===== config.mk =====
export PLATFORM = sky130hd
export DESIGN_NAME = sram_march_bist
export DESIGN_NICKNAME = d
export VERILOG_FILES = /design/src/rtl/sram_bist_pkg.sv /design/src/rtl/march_addr_gen.sv /design/src/rtl/sram_march_bist.sv
export SDC_FILE = /design/constraint.sdc
export NUM_CORES = 1
export LEC_CHECK = 0
export CORE_ASPECT_RATIO = 1.4
export CORE_MARGIN = 3
export CORE_UTILIZATION = 45
export DETAILED_ROUTE_END_ITERATION = 6
export PLACE_DENSITY = 0.8
export SLEW_MARGIN = 15
export SYNTH_ARGS = -nofsm -noshare
export SYNTH_HDL_FRONTEND = slang
export SYNTH_HIERARCHICAL = 1
export SYNTH_SLANG_ARGS = --single-unit

===== constraint.sdc =====
create_clock -name wb_clock -period 4.3 [get_ports wb_clock]
set_clock_uncertainty 0.15 [all_clocks]
set_input_delay 0.43 -clock wb_clock [delete_from_list [all_inputs] [get_ports wb_clock]]
set_output_delay 0.43 -clock wb_clock [all_outputs]
set_load 0.05 [all_outputs]

===== src/rtl/sram_bist_pkg.sv =====
// Shared definitions for the March C- SRAM BIST: FSM state encodings, element
// indices and the per-element operation table.
package sram_bist_pkg;

  localparam logic [2:0] ST_IDLE     = 3'd0;
  localparam logic [2:0] ST_WRITE    = 3'd1;
  localparam logic [2:0] ST_RD_ISSUE = 3'd2;
  localparam logic [2:0] ST_RD_WAIT  = 3'd3;
  localparam logic [2:0] ST_NEXT     = 3'd4;
  localparam logic [2:0] ST_FINISH   = 3'd5;

  localparam logic [2:0] ELEM_M0 = 3'd0;
  localparam logic [2:0] ELEM_M1 = 3'd1;
  localparam logic [2:0] ELEM_M2 = 3'd2;
  localparam logic [2:0] ELEM_M3 = 3'd3;
  localparam logic [2:0] ELEM_M4 = 3'd4;
  localparam logic [2:0] ELEM_M5 = 3'd5;

  typedef struct packed {
    logic down;
    logic has_read;
    logic read_inv;
    logic has_write;
    logic write_inv;
  } elem_cfg_t;

  // Fields: down, has_read, read_inv, has_write, write_inv. Rows 6-7 pad the 3-bit index.
  localparam elem_cfg_t ELEM_TABLE [8] = '{
    ELEM_M0: '{1'b0, 1'b0, 1'b0, 1'b1, 1'b0},
    ELEM_M1: '{1'b0, 1'b1, 1'b0, 1'b1, 1'b1},
    ELEM_M2: '{1'b0, 1'b1, 1'b1, 1'b1, 1'b0},
    ELEM_M3: '{1'b1, 1'b1, 1'b0, 1'b1, 1'b1},
    ELEM_M4: '{1'b1, 1'b1, 1'b1, 1'b1, 1'b0},
    ELEM_M5: '{1'b0, 1'b1, 1'b0, 1'b0, 1'b0},
    default: '0
  };

endpackage


===== src/rtl/march_addr_gen.sv =====
// Up/down address counter for one March element: loads 0 or N-1, steps in the
// loaded direction and flags the element's final address.
module march_addr_gen #(
  parameter int ADDR_WIDTH = 8
) (
  input  logic                  clock,
  input  logic                  reset,
  input  logic                  load,
  input  logic                  load_down,
  input  logic                  step,
  output logic [ADDR_WIDTH-1:0] addr,
  output logic                  last
);
  logic down;

  always_ff @(posedge clock or negedge reset) begin
    if (!reset) begin
      addr <= '0;
      down <= 1'b0;
    end else if (load) begin
      down <= load_down;
      addr <= load_down ? '1 : '0;
    end else if (step) begin
      addr <= down ? addr - ADDR_WIDTH'(1) : addr + ADDR_WIDTH'(1);
    end
  end

  assign last = down ? (addr == '0) : (addr == '1);

endmodule


===== src/rtl/sram_march_bist.sv =====
// March C- BIST sequencer driving port 0 of a single-port OpenRAM macro and
// recording the first read mismatch.
module sram_march_bist
  import sram_bist_pkg::*;
#(
  parameter int ADDR_WIDTH   = 8,
  parameter int DATA_WIDTH   = 32,
  parameter int WMASK_WIDTH  = 4,
  parameter int READ_LATENCY = 1
) (
  input  logic                   wb_clock,
  input  logic                   reset,
  input  logic                   start,
  input  logic [DATA_WIDTH-1:0]  pattern,
  output logic                   busy,
  output logic                   done,
  output logic                   pass,
  output logic [2:0]             fail_element,
  output logic [ADDR_WIDTH-1:0]  fail_addr,
  output logic [DATA_WIDTH-1:0]  fail_expected,
  output logic [DATA_WIDTH-1:0]  fail_data,
  output logic                   csb0,
  output logic                   web0,
  output logic [WMASK_WIDTH-1:0] wmask0,
  output logic [ADDR_WIDTH-1:0]  addr0,
  output logic [DATA_WIDTH-1:0]  din0,
  input  logic [DATA_WIDTH-1:0]  dout0
);
  logic [2:0]            state, element, elem_next, after_op;
  logic [1:0]            wait_cnt;
  logic [DATA_WIDTH-1:0] bg, wr_value, rd_expected;
  logic [ADDR_WIDTH-1:0] addr;
  logic                  last, wait_done, mismatch, op_end, run_end;
  logic                  load, load_down, step;

  assign elem_next   = element + 3'd1;
  assign wr_value    = ELEM_TABLE[element].write_inv ? ~bg : bg;
  assign rd_expected = ELEM_TABLE[element].read_inv ? ~bg : bg;
  assign wait_done   = (wait_cnt == 2'(READ_LATENCY - 1));
  // Case inequality so an X on the read bus is reported rather than ignored.
  assign mismatch    = (dout0 !== rd_expected);
  assign op_end      = (state == ST_WRITE) ||
                       (state == ST_RD_WAIT && wait_done && !mismatch && !ELEM_TABLE[element].has_write);
  assign run_end     = op_end && last && (element == ELEM_M5);
  assign load        = (state == ST_IDLE && start) || (op_end && last);
  assign load_down   = (state == ST_IDLE) ? ELEM_TABLE[ELEM_M0].down : ELEM_TABLE[elem_next].down;
  assign step        = op_end && !last;

  march_addr_gen #(.ADDR_WIDTH(ADDR_WIDTH)) u_addr_gen (
    .clock     (wb_clock),
    .reset     (reset),
    .load      (load),
    .load_down (load_down),
    .step      (step),
    .addr      (addr),
    .last      (last)
  );

  // Address stepping is folded into the last op of each address, so NEXT is never visited.
  always_comb begin
    after_op = ELEM_TABLE[element].has_read ? ST_RD_ISSUE : ST_WRITE;
    if (run_end)
      after_op = ST_FINISH;
    else if (last)
      after_op = ELEM_TABLE[elem_next].has_read ? ST_RD_ISSUE : ST_WRITE;
  end

  always_ff @(posedge wb_clock or negedge reset) begin
    if (!reset) begin
      state         <= ST_IDLE;
      element       <= ELEM_M0;
      wait_cnt      <= '0;
      bg            <= '0;
      busy          <= 1'b0;
      done          <= 1'b0;
      pass          <= 1'b0;
      fail_element  <= '0;
      fail_addr     <= '0;
      fail_expected <= '0;
      fail_data     <= '0;
    end else begin
      case (state)
        ST_IDLE: begin
          if (start) begin
            bg            <= pattern;
            element       <= ELEM_M0;
            busy          <= 1'b1;
            done          <= 1'b0;
            pass          <= 1'b0;
            fail_element  <= '0;
            fail_addr     <= '0;
            fail_expected <= '0;
            fail_data     <= '0;
            state         <= ST_WRITE;
          end
        end
        ST_WRITE: begin
          state <= after_op;
          if (last) element <= elem_next;
        end
        ST_RD_ISSUE: begin
          wait_cnt <= '0;
          state    <= ST_RD_WAIT;
        end
        ST_RD_WAIT: begin
          if (!wait_done) begin
            wait_cnt <= wait_cnt + 2'd1;
          end else if (mismatch) begin
            fail_element  <= element;
            fail_addr     <= addr;
            fail_expected <= rd_expected;
            fail_data     <= dout0;
            busy          <= 1'b0;
            done          <= 1'b1;
            pass          <= 1'b0;
            state         <= ST_FINISH;
          end else if (ELEM_TABLE[element].has_write) begin
            state <= ST_WRITE;
          end else begin
            state <= after_op;
            if (run_end) begin
              busy <= 1'b0;
              done <= 1'b1;
              pass <= 1'b1;
            end else if (last) begin
              element <= elem_next;
            end
          end
        end
        ST_NEXT, ST_FINISH: state <= ST_IDLE;
        default:            state <= ST_IDLE;
      endcase
    end
  end

  always_comb begin
    csb0   = 1'b1;
    web0   = 1'b1;
    wmask0 = '0;
    addr0  = '0;
    din0   = '0;
    if (state == ST_WRITE) begin
      csb0   = 1'b0;
      web0   = 1'b0;
      wmask0 = '1;
      addr0  = addr;
      din0   = wr_value;
    end else if (state == ST_RD_ISSUE) begin
      csb0  = 1'b0;
      addr0 = addr;
    end
  end

endmodule


==> summary.md <==
| Metric | Value |
|---|---|
| Hold_ws | `-0.03079 ns` |
| CTS Hold Bufs | `0` |
| Fill cells | `about 1200` |
| Top FF cell, synth | `dfrtp_1` |
| Vias | `around 5800` |
| Area of the multi-input gates | `3607 µm²` |
| Synthesized area | `just over 7000 µm²` |
| CTS resizes | `0` |
| Final Hold Vio Count | `15` |
| Synth cell types | `60` |
| Max Cap Viol | `0` |
| Final setup viols | `0` |
| Clock root buffer | `clkbuf_16` |
| Cts bufs inserted | `17` |
| Startpoint types | `flop` |
| Clock Latency Late Sink | `about 0.4 ns` |
| Mapped Cells | `a little over 700` |
| Global-route wire length before repair | `~33000 µm` |
| Fin cells | `~1100` |
| CP required | `between 4 and 5 ns` |
| CTS Buffer Depth | `2` |
| Total track usage | `a little under a quarter` |
| Crit end category | `flop` |
| CP Data Arrival Time | `just over 4 ns` |
| Number of flops mapped to enable cells by yosys | `0` |
| CP max FO | `12` |
| Initial antenna violation count | `0` |
| Largest net degree at the start of global routing | `approximately 100` |
| Area occupied by registers | `about 3200 µm²` |
| Detail Route Antenna Nets | `0` |
| Sequential share of the synthesized area | `43.82%` |
| Die width | `around 110 µm` |
| Routed WL | `between 20000 and 25000 µm` |
| Violated checks | `negative hold slack` |
| Synth async-reset ratio | `between 90% and 100%` |
| First-pass DRT Iterations | `4` |
| Post-placement cell count | `between 1000 and 1500` |
| Setup TNS | `0 ns` |
| Routed WL per cell | `around 19 µm` |
| Number of core rows | `54` |
| Die Y | `156.2 µm` |
| Worst Hold Class | `input pin to async pin` |
| Status | `finished, violations left` |
| Die ar. | `between 15000 and 20000 µm²` |
| Grt ovf | `0` |
| Syn_nets | `roughly 800` |
| Critical path class | `flop to flop` |
| Antenna diodes | `0` |
| Register bit total from synthesis | `roughly 130` |
| IO Port Bufs | `190` |
| YS warnings | `6` |
| Max-slew violations | `0` |
| Iter 0 DRT Violations | `between 300 and 400` |
| Slew HR | `roughly 27%` |
| Clock transition at path regs | `0.06 ns` |
| Core Area | `~16000 µm²` |
| Vias in the first global route | `about 5900` |
| F_max | `250.4 MHz` |
| Slew @ Worst Pin | `1.094 ns` |
| CTS sink cnt | `around 130` |
| Postcts setup bufs | `0` |
| Final worst-path cycle share | `92.87%` |
| Post-detail-place hpwl | `between 10000 and 15000 µm` |
| Initial Util | `between 40% and 50%` |
| Top Ports | `approximately 190` |
| Nets | `between 900 and 1000` |
| Synthesized area per cell | `around 10 µm²` |
| Share of layout cells above drive strength 1 | `between 10 and 15%` |
| DRC Markers | `0` |
| Min Tclk post-route | `about 4.0 ns` |
| GP Congestion | `about 0.91` |
| P&R area growth vs syn | `35.58%` |
| TritonCTS clock tree | `yes` |
| H-tree depth | `4` |
| Vias per cell | `between 5 and 6` |
| Unrepaired setup endpoints after global routing | `no` |
registers in the layout (all words and copies together), names as in the netlist:
register,cells
element,3
busy,1
fail_expected,32
u_addr_gen/addr,8
wait_cnt,2
fail_element,3
done,1
state,3
fail_data,32
fail_addr,8
u_addr_gen/down,1
bg,32
pass,1
worst paths after layout:
kind / to / start / cells past startpoint / slack (ns)
max: u_addr_gen/addr[6] / element[0] / 14 / 0.31
max reg2reg: u_addr_gen/addr[6] / element[0] / 14 / 0.31
min: fail_data[31] / reset / 1 / -0.03
min reg2reg: pass / pass / 1 / 0.33
min in group wb_clock: pass / pass / 1 / 0.33
max in group asynchronous: fail_data[0] / reset / 2 / 3.04
Yosys cell counts, types with 2 or more instances:
cell type | number | area, µm²
dfrtp_1 | 127 | 3178
nor3_1 | 13 | 65.06
nor2_1 | 79 | 296.5
xor2_1 | 16 | 140.1
nand2_1 | 58 | 217.7
xnor2_1 | 84 | 735.7
inv_1 | 57 | 214.0
nor2b_1 | 2 | 12.51
and3_1 | 2 | 12.51
buf_6 | 2 | 22.52
buf_4 | 3 | 22.52
and4_1 | 2 | 17.52
a31oi_1 | 2 | 12.51
and2_1 | 9 | 56.30
a22o_1 | 2 | 17.52
mux2_1 | 6 | 67.56
a221oi_1 | 2 | 17.52
buf_1 | 9 | 33.78
o211ai_1 | 2 | 15.01
or4_1 | 2 | 15.01
nand2b_1 | 3 | 18.77
a21o_1 | 4 | 30.03
a211oi_1 | 3 | 22.52
mux2i_1 | 45 | 450.4
nand4_1 | 12 | 75.07
mux2_2 | 62 | 698.2
o21ai_0 | 13 | 65.06
a21oi_1 | 15 | 75.07
buf_12 | 5 | 100.1
nand3_1 | 7 | 35.03
ha_1 | 12 | 150.1
clkbuf_1 | 19 | 71.32
nor4_1 | 6 | 37.54
critical path, cell delays in order, from the launching register on:
cell	delay [ns]
dfrtp_1	0.43
inv_1	0.17
ha_1	0.27
mux2i_1	0.15
buf_4	0.21
nand3_1	0.09
or4_1	0.40
a222oi_1	0.39
buf_4	0.20
and4bb_2	0.30
a31o_2	0.17
a21o_1	0.22
inv_1	0.17
nor2_1	0.41
nor4_1	0.12
through the flow:
stage,area [µm²],setup WS (ns),utilization [%]
4_1_cts,9832,0.3503,62.72
5_1_grt,9832,0.005538,62.72
2_1_floorplan,7252,0.8024,-
3_5_place_dp,9270,0.1670,59.14
6_report,9832,0.3065,62.72
3_3_place_gp,9270,0.2148,59.14
layout make-up:
cell class	instances	share of cell area, %
Multi-Input combinational cell	488	36.69
Sequential cell	127	32.32
Timing Repair Buffer	203	20.60
Clock buffer	17	4.327
Tap cell	196	2.494
Inverter	57	2.176
Clock inverter	15	1.387
cell usage in the layout, fill, tap and decap left out, drive strengths merged, types with 3 or more instances in the layout:
cell,count
clkdlybuf4s50,189
dfrtp,127
xnor2,84
nor2,79
mux2,68
inv,62
nand2,58
mux2i,45
clkbuf,17
a21oi,17
xor2,16
o21ai,14
buf,14
nor3,13
nand4,12
ha,12
and2,9
nand3,8
nor4,6
clkinv,5
a21o,4
clkinvlp,4
nand2b,3
a211oi,3
logic make-up after synthesis:
group / count (synthesis) / synth area share [%]
multiplexers: 113 / 16.77
adder cells (fa/ha/maj): 13 / 2.346
XOR/XNOR: 100 / 12.08
buffers and inverters: 97 / 6.660
flip-flops: 127 / 43.82
AND/OR/NAND/NOR: 202 / 12.70
AO/OA/AOI/OAI: 60 / 5.625
per-layer routing:
| metal | GRT usage (%) | wire (µm) |
|---|---|---|
| met1 | 28.72 | 8405 |
| met2 | 41.67 | 10740 |
| met3 | 3.686 | 734 |
| met4 | 9.221 | 655 |
| met5 | 0 | 0 |
Power is not shown: default switching activity piles up to over one toggle a cycle in this logic, so the estimate is an artifact.
